`src/rtl/multicycle_ctrl_if.sv`:
```
`default_nettype none
// ============================================================================
//  Module      : multicycle_ctrl_if
//  Description : Instruction-register, memory-handshake and datapath-control
//                bundle between the multicycle controller and its datapath.
//  Revision    : 1.0  initial release
// ============================================================================
interface multicycle_ctrl_if;
    logic [5:0] op;
    logic [5:0] funct;
    logic       mem_ready;

    logic       pcwrite;
    logic       irwrite;
    logic       iord;
    logic       memreq;
    logic       memwrite;
    logic       regwrite;
    logic       regdst;
    logic       memtoreg;
    logic       alusrca;
    logic       branch;
    logic [1:0] pcsrc;
    logic [1:0] alusrcb;
    logic [3:0] aluop;
    logic       hilotoreg;
    logic       hiorlo;
    logic       hiwrite;
    logic       lowrite;
    logic       mdu_busy;
    logic       bus_timeout;
    logic [3:0] state;

    // Controller side: consumes instruction fields and memory handshake.
    modport master (
        input  op, funct, mem_ready,
        output pcwrite, irwrite, iord, memreq, memwrite, regwrite, regdst,
               memtoreg, alusrca, branch, pcsrc, alusrcb, aluop, hilotoreg,
               hiorlo, hiwrite, lowrite, mdu_busy, bus_timeout, state
    );

    // Datapath side: supplies instruction fields, obeys the controls.
    modport slave (
        output op, funct, mem_ready,
        input  pcwrite, irwrite, iord, memreq, memwrite, regwrite, regdst,
               memtoreg, alusrca, branch, pcsrc, alusrcb, aluop, hilotoreg,
               hiorlo, hiwrite, lowrite, mdu_busy, bus_timeout, state
    );
endinterface
`default_nettype wire

```
`src/rtl/multicycle_ctrl.sv`:
```
`default_nettype none
// ============================================================================
//  Module      : multicycle_ctrl
//  Description : Moore-style main control FSM for a multicycle MIPS-like core
//                with memory wait timeout and an optional multiply/divide
//                sequencing state.
//  Options     : define MULTICYCLE_CTRL_MDU_EN to build the MDU state/counter.
//  Revision    : 1.0  initial release
// ============================================================================
module multicycle_ctrl #(
    parameter int MDU_CYCLES     = 32,   // 1..63
    parameter int MEM_WAIT_LIMIT = 15    // 1..255
) (
    input  wire               clk,
    input  wire               resetn,
    multicycle_ctrl_if.master bus
);

    // Opcodes
    localparam logic [5:0] OP_RTYPE  = 6'h00;
    localparam logic [5:0] OP_REGIMM = 6'h01;
    localparam logic [5:0] OP_J      = 6'h02;
    localparam logic [5:0] OP_JAL    = 6'h03;
    localparam logic [5:0] OP_BEQ    = 6'h04;
    localparam logic [5:0] OP_BNE    = 6'h05;
    localparam logic [5:0] OP_BLEZ   = 6'h06;
    localparam logic [5:0] OP_BGTZ   = 6'h07;
    localparam logic [5:0] OP_ADDI   = 6'h08;
    localparam logic [5:0] OP_ADDIU  = 6'h09;
    localparam logic [5:0] OP_SLTI   = 6'h0A;
    localparam logic [5:0] OP_SLTIU  = 6'h0B;
    localparam logic [5:0] OP_ANDI   = 6'h0C;
    localparam logic [5:0] OP_ORI    = 6'h0D;
    localparam logic [5:0] OP_XORI   = 6'h0E;
    localparam logic [5:0] OP_LUI    = 6'h0F;
    localparam logic [5:0] OP_LB     = 6'h20;
    localparam logic [5:0] OP_LH     = 6'h21;
    localparam logic [5:0] OP_LW     = 6'h23;
    localparam logic [5:0] OP_LBU    = 6'h24;
    localparam logic [5:0] OP_LHU    = 6'h25;
    localparam logic [5:0] OP_SB     = 6'h28;
    localparam logic [5:0] OP_SH     = 6'h29;
    localparam logic [5:0] OP_SW     = 6'h2B;

    // R-type function codes handled outside RTEXE
    localparam logic [5:0] FN_MFHI   = 6'h10;
    localparam logic [5:0] FN_MTHI   = 6'h11;
    localparam logic [5:0] FN_MFLO   = 6'h12;
    localparam logic [5:0] FN_MTLO   = 6'h13;
    localparam logic [5:0] FN_MULT   = 6'h18;
    localparam logic [5:0] FN_MULTU  = 6'h19;
    localparam logic [5:0] FN_DIV    = 6'h1A;
    localparam logic [5:0] FN_DIVU   = 6'h1B;

    // ALU operation codes
    localparam logic [3:0] ALU_ADD   = 4'd0;
    localparam logic [3:0] ALU_SUB   = 4'd1;
    localparam logic [3:0] ALU_AND   = 4'd2;
    localparam logic [3:0] ALU_OR    = 4'd3;
    localparam logic [3:0] ALU_XOR   = 4'd4;
    localparam logic [3:0] ALU_SLT   = 4'd5;
    localparam logic [3:0] ALU_SLTU  = 4'd6;
    localparam logic [3:0] ALU_LUI   = 4'd7;
    localparam logic [3:0] ALU_RTYPE = 4'd8;

    // Last wait cycle index before the access is declared dead
    localparam logic [7:0] WAIT_LAST = 8'(MEM_WAIT_LIMIT - 1);

    typedef enum logic [3:0] {
        S_FETCH  = 4'd0,
        S_DECODE = 4'd1,
        S_MEMADR = 4'd2,
        S_MEMRD  = 4'd3,
        S_MEMWB  = 4'd4,
        S_MEMWR  = 4'd5,
        S_RTEXE  = 4'd6,
        S_ALUWB  = 4'd7,
        S_BRANCH = 4'd8,
        S_IMMEX  = 4'd9,
        S_IMMWB  = 4'd10,
        S_JUMP   = 4'd11,
        S_HILOWB = 4'd12,
        S_MDU    = 4'd13
    } state_t;

    state_t     state_q, state_d;
    logic [5:0] op_q, op_d;
    logic [5:0] funct_q, funct_d;
    logic [7:0] wait_cnt_q, wait_cnt_d;
    logic       bus_timeout_q, bus_timeout_d;

    logic       mem_phase;
    logic       mem_wait;
    logic       timeout_hit;

`ifdef MULTICYCLE_CTRL_MDU_EN
    localparam logic [5:0] MDU_LOAD = 6'(MDU_CYCLES - 1);
    logic [5:0] mdu_cnt_q, mdu_cnt_d;
`endif

    // Instruction class lookup done once in DECODE; funct only matters for R-type.
    function automatic state_t dispatch(input logic [5:0] op, input logic [5:0] funct);
        state_t nxt;
        nxt = S_FETCH;
        case (op)
            OP_RTYPE: begin
                case (funct)
                    FN_MFHI, FN_MFLO, FN_MTHI, FN_MTLO: nxt = S_HILOWB;
`ifdef MULTICYCLE_CTRL_MDU_EN
                    FN_MULT, FN_MULTU, FN_DIV, FN_DIVU: nxt = S_MDU;
`else
                    FN_MULT, FN_MULTU, FN_DIV, FN_DIVU: nxt = S_FETCH;
`endif
                    default:                            nxt = S_RTEXE;
                endcase
            end
            OP_LB, OP_LH, OP_LW, OP_LBU, OP_LHU,
            OP_SB, OP_SH, OP_SW:                        nxt = S_MEMADR;
            OP_ADDI, OP_ADDIU, OP_SLTI, OP_SLTIU,
            OP_ANDI, OP_ORI, OP_XORI, OP_LUI:           nxt = S_IMMEX;
            OP_REGIMM, OP_BEQ, OP_BNE, OP_BLEZ,
            OP_BGTZ:                                    nxt = S_BRANCH;
            OP_J, OP_JAL:                               nxt = S_JUMP;
            default:                                    nxt = S_FETCH;
        endcase
        return nxt;
    endfunction

    // A memory wait cycle is any cycle a request is outstanding without ready.
    assign mem_phase   = (state_q == S_FETCH) || (state_q == S_MEMRD) || (state_q == S_MEMWR);
    assign mem_wait    = mem_phase && !bus.mem_ready;
    assign timeout_hit = mem_wait && (wait_cnt_q == WAIT_LAST);

    // Consecutive-wait counter and sticky timeout flag.
    always_comb begin
        wait_cnt_d    = 8'd0;
        bus_timeout_d = bus_timeout_q | timeout_hit;
        if (mem_wait && !timeout_hit) begin
            wait_cnt_d = wait_cnt_q + 8'd1;
        end
    end

    // Next-state logic; the instruction fields are captured in DECODE so later
    // states decode from registered copies.
    always_comb begin
        state_d = state_q;
        op_d    = op_q;
        funct_d = funct_q;
`ifdef MULTICYCLE_CTRL_MDU_EN
        mdu_cnt_d = mdu_cnt_q;
`endif
        case (state_q)
            S_FETCH: begin
                if (bus.mem_ready) begin
                    state_d = S_DECODE;
                end
            end
            S_DECODE: begin
                op_d    = bus.op;
                funct_d = bus.funct;
                state_d = dispatch(bus.op, bus.funct);
`ifdef MULTICYCLE_CTRL_MDU_EN
                mdu_cnt_d = MDU_LOAD;
`endif
            end
            S_MEMADR: state_d = op_q[3] ? S_MEMWR : S_MEMRD;
            S_MEMRD: begin
                if (bus.mem_ready) begin
                    state_d = S_MEMWB;
                end else if (timeout_hit) begin
                    state_d = S_FETCH;
                end
            end
            S_MEMWR: begin
                if (bus.mem_ready || timeout_hit) begin
                    state_d = S_FETCH;
                end
            end
            S_RTEXE:  state_d = S_ALUWB;
            S_IMMEX:  state_d = S_IMMWB;
`ifdef MULTICYCLE_CTRL_MDU_EN
            S_MDU: begin
                if (mdu_cnt_q == 6'd0) begin
                    state_d = S_FETCH;
                end else begin
                    mdu_cnt_d = mdu_cnt_q - 6'd1;
                end
            end
`endif
            default:  state_d = S_FETCH;
        endcase
    end

    // State, captured instruction fields, wait counter and timeout flag.
    always_ff @(posedge clk or negedge resetn) begin
        if (!resetn) begin
            state_q       <= S_FETCH;
            op_q          <= 6'd0;
            funct_q       <= 6'd0;
            wait_cnt_q    <= 8'd0;
            bus_timeout_q <= 1'b0;
        end else begin
            state_q       <= state_d;
            op_q          <= op_d;
            funct_q       <= funct_d;
            wait_cnt_q    <= wait_cnt_d;
            bus_timeout_q <= bus_timeout_d;
        end
    end

`ifdef MULTICYCLE_CTRL_MDU_EN
    // MDU occupancy down-counter.
    always_ff @(posedge clk or negedge resetn) begin
        if (!resetn) begin
            mdu_cnt_q <= 6'd0;
        end else begin
            mdu_cnt_q <= mdu_cnt_d;
        end
    end
`endif

    logic       w_pcwrite, w_irwrite, w_iord, w_memreq, w_memwrite;
    logic       w_regwrite, w_regdst, w_memtoreg, w_alusrca, w_branch;
    logic [1:0] w_pcsrc, w_alusrcb;
    logic [3:0] w_aluop;
    logic       w_hilotoreg, w_hiorlo, w_hiwrite, w_lowrite, w_mdu_busy;

    // Output decode of the registered state (fetch strobes also wait on ready).
    always_comb begin
        w_pcwrite   = 1'b0;
        w_irwrite   = 1'b0;
        w_iord      = 1'b0;
        w_memreq    = 1'b0;
        w_memwrite  = 1'b0;
        w_regwrite  = 1'b0;
        w_regdst    = 1'b0;
        w_memtoreg  = 1'b0;
        w_alusrca   = 1'b0;
        w_branch    = 1'b0;
        w_pcsrc     = 2'b00;
        w_alusrcb   = 2'b00;
        w_aluop     = ALU_ADD;
        w_hilotoreg = 1'b0;
        w_hiorlo    = 1'b0;
        w_hiwrite   = 1'b0;
        w_lowrite   = 1'b0;
        w_mdu_busy  = 1'b0;
        case (state_q)
            S_FETCH: begin
                w_memreq  = 1'b1;
                w_alusrcb = 2'b01;
                w_pcwrite = bus.mem_ready;
                w_irwrite = bus.mem_ready;
            end
            S_DECODE: w_alusrcb = 2'b11;
            S_MEMADR: begin
                w_alusrca = 1'b1;
                w_alusrcb = 2'b10;
            end
            S_MEMRD: begin
                w_memreq = 1'b1;
                w_iord   = 1'b1;
            end
            S_MEMWR: begin
                w_memreq   = 1'b1;
                w_iord     = 1'b1;
                w_memwrite = 1'b1;
            end
            S_MEMWB: begin
                w_regwrite = 1'b1;
                w_memtoreg = 1'b1;
            end
            S_RTEXE: begin
                w_alusrca = 1'b1;
                w_aluop   = ALU_RTYPE;
            end
            S_ALUWB: begin
                w_regwrite = 1'b1;
                w_regdst   = 1'b1;
            end
            S_IMMEX: begin
                w_alusrca = 1'b1;
                w_alusrcb = 2'b10;
                case (op_q)
                    OP_SLTI:  w_aluop = ALU_SLT;
                    OP_SLTIU: w_aluop = ALU_SLTU;
                    OP_ANDI:  w_aluop = ALU_AND;
                    OP_ORI:   w_aluop = ALU_OR;
                    OP_XORI:  w_aluop = ALU_XOR;
                    OP_LUI:   w_aluop = ALU_LUI;
                    default:  w_aluop = ALU_ADD;
                endcase
            end
            S_IMMWB: w_regwrite = 1'b1;
            S_BRANCH: begin
                w_alusrca = 1'b1;
                w_aluop   = ALU_SUB;
                w_branch  = 1'b1;
                w_pcsrc   = 2'b01;
            end
            S_JUMP: begin
                w_pcwrite = 1'b1;
                w_pcsrc   = 2'b10;
            end
            S_HILOWB: begin
                case (funct_q)
                    FN_MFHI: begin
                        w_regwrite  = 1'b1;
                        w_regdst    = 1'b1;
                        w_hilotoreg = 1'b1;
                    end
                    FN_MFLO: begin
                        w_regwrite  = 1'b1;
                        w_regdst    = 1'b1;
                        w_hilotoreg = 1'b1;
                        w_hiorlo    = 1'b1;
                    end
                    FN_MTHI: w_hiwrite = 1'b1;
                    FN_MTLO: w_lowrite = 1'b1;
                    default: ;
                endcase
            end
`ifdef MULTICYCLE_CTRL_MDU_EN
            S_MDU: begin
                w_mdu_busy = 1'b1;
                if (mdu_cnt_q == 6'd0) begin
                    w_hiwrite = 1'b1;
                    w_lowrite = 1'b1;
                end
            end
`endif
            default: ;
        endcase
    end

    // Every strobe and select is forced low while reset is held.
    assign bus.pcwrite     = resetn & w_pcwrite;
    assign bus.irwrite     = resetn & w_irwrite;
    assign bus.iord        = resetn & w_iord;
    assign bus.memreq      = resetn & w_memreq;
    assign bus.memwrite    = resetn & w_memwrite;
    assign bus.regwrite    = resetn & w_regwrite;
    assign bus.regdst      = resetn & w_regdst;
    assign bus.memtoreg    = resetn & w_memtoreg;
    assign bus.alusrca     = resetn & w_alusrca;
    assign bus.branch      = resetn & w_branch;
    assign bus.pcsrc       = {2{resetn}} & w_pcsrc;
    assign bus.alusrcb     = {2{resetn}} & w_alusrcb;
    assign bus.aluop       = {4{resetn}} & w_aluop;
    assign bus.hilotoreg   = resetn & w_hilotoreg;
    assign bus.hiorlo      = resetn & w_hiorlo;
    assign bus.hiwrite     = resetn & w_hiwrite;
    assign bus.lowrite     = resetn & w_lowrite;
    assign bus.mdu_busy    = resetn & w_mdu_busy;
    assign bus.bus_timeout = bus_timeout_q;
    assign bus.state       = state_q;

endmodule
`default_nettype wire

```
`src/flat_wrapper.sv`:
```
// flat-port wrapper written by rule: the top's interface ports become plain ports
module multicycle_ctrl_flat 
#(
    parameter int MDU_CYCLES     = 32,           
    parameter int MEM_WAIT_LIMIT = 15             
)
  (clk, resetn, bus_op, bus_funct, bus_mem_ready, bus_pcwrite, bus_irwrite, bus_iord, bus_memreq, bus_memwrite, bus_regwrite, bus_regdst, bus_memtoreg, bus_alusrca, bus_branch, bus_pcsrc, bus_alusrcb, bus_aluop, bus_hilotoreg, bus_hiorlo, bus_hiwrite, bus_lowrite, bus_mdu_busy, bus_bus_timeout, bus_state);
  multicycle_ctrl_if bus_i ();
  input  wire clk;
  input  wire resetn;
  input wire logic [$bits(bus_i.op)-1:0] bus_op;
  input wire logic [$bits(bus_i.funct)-1:0] bus_funct;
  input wire logic [$bits(bus_i.mem_ready)-1:0] bus_mem_ready;
  output wire logic [$bits(bus_i.pcwrite)-1:0] bus_pcwrite;
  output wire logic [$bits(bus_i.irwrite)-1:0] bus_irwrite;
  output wire logic [$bits(bus_i.iord)-1:0] bus_iord;
  output wire logic [$bits(bus_i.memreq)-1:0] bus_memreq;
  output wire logic [$bits(bus_i.memwrite)-1:0] bus_memwrite;
  output wire logic [$bits(bus_i.regwrite)-1:0] bus_regwrite;
  output wire logic [$bits(bus_i.regdst)-1:0] bus_regdst;
  output wire logic [$bits(bus_i.memtoreg)-1:0] bus_memtoreg;
  output wire logic [$bits(bus_i.alusrca)-1:0] bus_alusrca;
  output wire logic [$bits(bus_i.branch)-1:0] bus_branch;
  output wire logic [$bits(bus_i.pcsrc)-1:0] bus_pcsrc;
  output wire logic [$bits(bus_i.alusrcb)-1:0] bus_alusrcb;
  output wire logic [$bits(bus_i.aluop)-1:0] bus_aluop;
  output wire logic [$bits(bus_i.hilotoreg)-1:0] bus_hilotoreg;
  output wire logic [$bits(bus_i.hiorlo)-1:0] bus_hiorlo;
  output wire logic [$bits(bus_i.hiwrite)-1:0] bus_hiwrite;
  output wire logic [$bits(bus_i.lowrite)-1:0] bus_lowrite;
  output wire logic [$bits(bus_i.mdu_busy)-1:0] bus_mdu_busy;
  output wire logic [$bits(bus_i.bus_timeout)-1:0] bus_bus_timeout;
  output wire logic [$bits(bus_i.state)-1:0] bus_state;
  assign bus_i.op = bus_op;
  assign bus_i.funct = bus_funct;
  assign bus_i.mem_ready = bus_mem_ready;
  assign bus_pcwrite = bus_i.pcwrite;
  assign bus_irwrite = bus_i.irwrite;
  assign bus_iord = bus_i.iord;
  assign bus_memreq = bus_i.memreq;
  assign bus_memwrite = bus_i.memwrite;
  assign bus_regwrite = bus_i.regwrite;
  assign bus_regdst = bus_i.regdst;
  assign bus_memtoreg = bus_i.memtoreg;
  assign bus_alusrca = bus_i.alusrca;
  assign bus_branch = bus_i.branch;
  assign bus_pcsrc = bus_i.pcsrc;
  assign bus_alusrcb = bus_i.alusrcb;
  assign bus_aluop = bus_i.aluop;
  assign bus_hilotoreg = bus_i.hilotoreg;
  assign bus_hiorlo = bus_i.hiorlo;
  assign bus_hiwrite = bus_i.hiwrite;
  assign bus_lowrite = bus_i.lowrite;
  assign bus_mdu_busy = bus_i.mdu_busy;
  assign bus_bus_timeout = bus_i.bus_timeout;
  assign bus_state = bus_i.state;
  multicycle_ctrl #(.MDU_CYCLES(MDU_CYCLES), .MEM_WAIT_LIMIT(MEM_WAIT_LIMIT)) u_core (.clk(clk), .resetn(resetn), .bus(bus_i));
endmodule
```
`config.mk`:
```
export PLATFORM = sky130hd
export DESIGN_NAME = multicycle_ctrl_flat
export DESIGN_NICKNAME = d
export VERILOG_FILES = /design/src/rtl/multicycle_ctrl_if.sv /design/src/rtl/multicycle_ctrl.sv /design/src/flat_wrapper.sv
export SDC_FILE = /design/constraint.sdc
export NUM_CORES = 1
export LEC_CHECK = 0
export CELL_PAD_IN_SITES_DETAIL_PLACEMENT = 2
export CELL_PAD_IN_SITES_GLOBAL_PLACEMENT = 2
export CORE_MARGIN = 4
export CORE_UTILIZATION = 28
export DETAILED_ROUTE_END_ITERATION = 8
export GPL_ROUTABILITY_DRIVEN = 0
export PLACE_DENSITY_LB_ADDON = 0.1
export SLEW_MARGIN = 10
export SYNTH_ARGS = -nofsm -noshare
export SYNTH_HDL_FRONTEND = slang
export SYNTH_SLANG_ARGS = --single-unit
export TNS_END_PERCENT = 20
```
`constraint.sdc`:
```
create_clock -name clk -period 2 [get_ports clk]
set_clock_uncertainty 0.15 [all_clocks]
set_input_delay 0.2 -clock clk [delete_from_list [all_inputs] [get_ports clk]]
set_output_delay 0.2 -clock clk [all_outputs]
set_load 0.05 [all_outputs]
```
# Word-level counts from Yosys, hierarchy flattened
# Memory sizes are Yosys's and may differ from the RTL's.
# Index checks and enable logic that the tools add are counted.
[op_classes]
addsub = 1
mul = 0
div = 0
n_lt_le_gt_ge = 0
eq_ne = 49
n_shift = 0
mux = 31
bitwise = 18
reduce_logical = 21
[ops]
columns = ["op", "count"]
rows = [
  ["6-bit by 4-bit == test with 1-bit output, second input constant", 14],
  ["6-bit == test, second input constant", 8],
  ["4-bit one-hot mux with 7 select lines", 1],
  ["6-bit by 3-bit == test with 1-bit output, second input constant", 4],
  ["6-bit by 5-bit == test with 1-bit output, second input constant", 4],
  ["4-bit == test, second input constant", 5],
  ["4-bit two-way mux", 5],
  ["4-bit one-hot mux with 5 select lines", 1],
  ["3-bit one-hot mux with 6 select lines", 1],
  ["4-bit by 3-bit == test with 1-bit output, second input constant", 4],
  ["8-bit OR reduction", 2],
  ["1-bit two-way mux", 15],
  ["1-bit bitwise AND", 14],
  ["6-bit by 2-bit == test with 1-bit output, second input constant", 2],
  ["4-bit one-hot mux with 3 select lines", 1],
  ["8-bit by 1-bit adder with 8-bit output, second input constant", 1],
  ["4-bit by 2-bit == test with 1-bit output, second input constant", 2],
  ["8-bit by 4-bit == test with 1-bit output, second input constant", 1],
  ["8-bit two-way mux", 1],
  ["2-bit OR reduction", 4],
  ["6-bit by 1-bit == test with 1-bit output, second input constant", 1],
  ["6-bit logical NOT", 1],
  ["1-bit one-hot mux with 2 select lines", 3],
  ["2-bit one-hot mux with 3 select lines", 1],
  ["other kinds (16)", 24],
]
[word_totals]
regBits = 25
latchBits = 0
mem_bits_rw = 0
romBits = 96
out_inout_bits = 28
word_cells = 126
mem_count = 1
[mem_list]
columns = ["memory", "depth", "width", "rd", "rd_ports_with_merged_regs", "wr", "line", "text"]
rows = [
  ["(name not given)", 32, 3, 1, 0, 0, "multicycle_ctrl.sv:107", "case (funct)"],
]

# Logic depth before layout (Yosys ltp)
[logic_depth]
depth_word = 8
depth_mapped = 6
mapped_depth_nobuf = 5

# Worst setup path after synthesis
# OpenSTA, ideal clock, no wires.
[synth_timing]
path_kind = "flip-flop to output port"
start = "register u_core.state_q[2] (netlist: u_core.bus.state[2])"
end = "output port bus_pcwrite"
arrival_time_ns = 2.956
required_ns = 1.650
path_slack_ns = -1.306
stages_incl_launch_ff = 5
path_buffers = 1
cell_sequence = "dfrtp_1 buf_2 nor3_1 and3b_1 or2_2"
[synth_between]
elab_chain_len = 3
word_cells_on_any_way = 4
[synth_rtl]
columns = ["element", "line", "text"]
rows = [
  ["start, declared", "multicycle_ctrl.sv:86", "state_t state_q, state_d;"],
  ["start signal, assigned", "multicycle_ctrl.sv:203", "state_q <= state_d;"],
  ["4-bit == test or 4-bit logical NOT (tied branches)", "multicycle_ctrl.sv:248", "case (state_q)"],
  ["1-bit one-hot mux with 2 select lines *", "multicycle_ctrl.sv:248", ""],
  ["1-bit bitwise AND *", "multicycle_ctrl.sv:337", "assign bus.pcwrite = resetn & w_pcwrite;"],
  ["end, declared", "flat_wrapper.sv:14", "output wire logic [$bits(bus_i.pcwrite)-1:0] bus_pcwrite;"],
]
# Every way passes the cells marked *; elsewhere a longest branch is shown, timed or not.

# Worst setup path after layout
[layout_timing]
start = "register u_core.funct_q[2]"
end = "output port bus_hiorlo"
[layout_between]
elab_chain_len = 4
[layout_rtl]
columns = ["element", "line", "text"]
rows = [
  ["start, declared", "multicycle_ctrl.sv:88", "logic [5:0] funct_q, funct_d;"],
  ["start signal, assigned", "multicycle_ctrl.sv:205", "funct_q <= funct_d;"],
  ["6-bit by 5-bit == test with 1-bit output", "multicycle_ctrl.sv:306", "case (funct_q)"],
  ["1-bit two-way mux", "multicycle_ctrl.sv:306", ""],
  ["1-bit two-way mux", "multicycle_ctrl.sv:248", ""],
  ["1-bit bitwise AND", "multicycle_ctrl.sv:351", "assign bus.hiorlo = resetn & w_hiorlo;"],
  ["end, declared", "flat_wrapper.sv:28", "output wire logic [$bits(bus_i.hiorlo)-1:0] bus_hiorlo;"],
]
# No other way between the ends.

==> flow_metrics.py <==
metrics = {
    "status": {
        "status": "finished with violations",
        "violations": "setup timing",
    },
    "setup_path": {
        "critPathLaunchType": "flop",
        "reg2reg_depth": 5,
        "regToRegSetupSlack_ns": 0.07,
        "worstPathMaxFanout": 4,
        "cp.required_ns": 1.65,
        "end_kind": "output pin",
        "timing.rr.end": "u_core.wait_cnt_q[5]",
        "worstPathArrival_ns": 1.85,
        "r2r_start": "u_core.bus.state[0]",
        "crit_type": "flop to output pin",
        "startpoint": "u_core.funct_q[2]",
    },
    "place": {
        "dp_hpwl_mm": 4.33,
        "io_buffers": 41,
    },
    "synth": {
        "synth_xor_area_frac": 0.0458,
        "synth_mux_area_frac": 0.0940,
        "avgSynthCellArea_um2": 9.50,
        "syn_area_um2": 1530,
        "syn_nets": 178,
        "synth_top_family_by_area": "simple AND/OR/NAND/NOR gates",
        "synth_seq_cells": 25,
        "synth-simple-area-share": 0.296,
        "synth_compound_area_frac": 0.0965,
        "async_reset_ff_frac": 1.00,
        "synth_fa_ha_area_frac": 0.0164,
        "postSynthCellCount": 161,
        "yosysWarnings": 0,
        "synth_ff_type": "dfrtp_1",
        "synth_edf_count": 0,
        "yosysSeqAreaShare": 0.409,
        "synth_cell_types": 44,
    },
    "sta": {
        "finalCritPeriodShare": 1.10,
        "slew_viol_final": 0,
        "hold_viol": 0,
        "rsz0062_at_grt": "true",
        "period_needed_ns": 2.20,
        "finalSetupViolCount": 9,
        "hold-worst-slack_ns": 0.0508,
        "fmax_mhz": 454,
        "setup_slack_ns": -0.203,
    },
    "floorplanning": {
        "die_h_um": 81.9,
        "die_area_um2": 6710,
        "start_util": 0.294,
        "io_pins": 43,
        "fp-row-count": 26,
        "die_w_um": 81.9,
        "design.core.area_um2": 5200,
    },
    "worst_hold_path": {
        "min_path_type": "primary input to asynchronous set/reset pin",
    },
    "clocking": {
        "cts_num_sinks": 25,
        "clock_latency_ns": 0.27,
        "clkTransAtPathRegs_ns": 0.09,
        "holdBufCountCts": 0,
        "cts_root_buffer": "clkbuf_8",
        "cts.path.max_buffers": 2,
        "htreeDepth": 1,
        "numCtsBuffers": 3,
        "cts_tree": "built",
    },
    "cells_and_area": {
        "layout_commonest_cell": "buf_12",
        "area_delta_synth_final_pct": 70.7,
        "layout_common_cells": "24 x buf_12, 21 x buf_4, 21 x dfrtp_1",
        "final_nets": 236,
        "num_antenna_cells": 0,
        "layout-drive-gt1-share": 0.468,
    },
    "detailed_routing": {
        "routedWlPerCell_um": 17.9,
        "firstDrtPassIters": 4,
        "wl_mm": 5.16,
        "post-route-drc-count": 0,
        "post_drt_via_cell_ratio": 5.02,
        "drt_iter0_drc": 30,
        "final_antenna_net_count": 0,
        "vias": 1447,
    },
    "grt": {
        "antenna_found_initial": 0,
        "grt-ovfl-total": 0,
        "grt.total_usage": 0.169,
        "grt_pass1_wl_mm": 8.69,
        "grt_max_degree": 18,
        "grt_pass1_vias": 1670,
    },
    "power": {
        "power.density_nw_per_um2": 1230,
        "ir_drop_v": 0.000616,
        "leakagePower_uw": 0.00108,
        "power.total_uw": 3210,
    },
    "run": {
        "cap_violations": 0,
    },
}
cell usage after synthesis (2+ instances only):
cell	count	area (um2)
a21o_1	2	15.0
a21oi_1	3	15.0
and2_1	2	12.5
and3_1	3	18.8
and3b_1	2	17.5
buf_2	3	15.0
buf_4	2	15.0
clkbuf_1	2	7.51
dfrtp_1	25	626
ha_1	2	25.0
inv_1	4	15.0
mux2_2	11	124
mux2i_1	2	20.0
nand2_1	11	41.3
nand2b_1	7	43.8
nand3_1	2	10.0
nand3b_1	2	15.0
nand4_1	4	25.0
nand4b_1	2	17.5
nor2_1	23	86.3
nor2b_1	2	12.5
nor3_1	7	35.0
nor3b_1	2	15.0
nor4_1	2	12.5
o21a_1	2	15.0
o21ai_0	4	20.0
o21bai_1	3	22.5
or2_2	2	12.5
or4b_1	2	20.0
xnor2_1	2	17.5
xor2_1	6	52.6
how the worst max path moves through the flow:
stage                              to  slack (ns)  cells past startpoint
after floorplan            bus_hiorlo       -0.41                      3
after global placement    bus_pcwrite       -0.01                      7
after detailed placement   bus_regdst       -0.04                      6
after CTS                  bus_hiorlo       -0.25                      5
after global routing       bus_hiorlo       -0.26                      5
final                      bus_hiorlo       -0.20                      5
where the power goes:
| group | internal (uW) | total [uW] | leakage [uW] | switching (uW) |
|---|---|---|---|---|
| registers | 686 | 884 | 0.000310 | 197 |
| logic | 943 | 2010 | 0.000744 | 1070 |
| clock network | 143 | 311 | 0.0000228 | 168 |
flip-flops by register name, indices dropped and copies added (netlist names):
| register | cells |
|---|---|
| u_core.wait_cnt_q | 8 |
| u_core.funct_q | 6 |
| u_core.op_q | 6 |
| u_core.bus.state | 4 |
| u_core.bus.bus_timeout | 1 |
layout make-up:
cell class	count	area (um2)
repair buffers	62	811
clock buffers	4	45.0
flip-flops and latches	25	631
multi-input cells	123	1020
fillers	527	2590
inverters	4	15.0
well taps	70	87.6
critical path, cell delays in order, from the launching register on:
cell	delay [ns]
dfrtp_1	0.40
or4b_4	0.58
nor4_4	0.15
buf_4	0.18
and2_4	0.15
buf_12	0.13
metrics by stage:
step | TNS, ns | worst slack, ns | cells | area, um2 | util
after floorplan | -3.11 | -0.412 | 161 | 1660 | -
after global placement | -0.0180 | -0.0120 | 283 | 2470 | 0.475
after detailed placement | -0.114 | -0.0362 | 283 | 2470 | 0.475
after CTS | -1.76 | -0.247 | 288 | 2580 | 0.495
after global routing | -2.10 | -0.259 | 288 | 2610 | 0.502
final | -1.35 | -0.203 | 288 | 2610 | 0.502
layer usage:
metal  GRT usage  wire (um)
met5           0          0
met2       0.300       2710
met4      0.0498         89
met3      0.0252        232
met1       0.211       2130
cells by family (layout without fill, tap and decap cells):
group / count (synthesis) / in the layout
buf+inv: 13 / 70
fa+ha+maj: 2 / 2
compound gates: 21 / 21
mux: 13 / 13
xor+xnor: 8 / 8
simple gates: 78 / 78
flops: 25 / 25
other cells: 1 / 1
repair_timing:
item / 4_1_cts / 5_1_grt
gates cloned: 0 / 0
gates resized for setup: 14 / 10
buffers inserted: 1 / 0
endpoints found under the setup margin: 17 / 20
pin swaps: 3 / 4
Note: power is estimated with default switching activity, not from simulation.
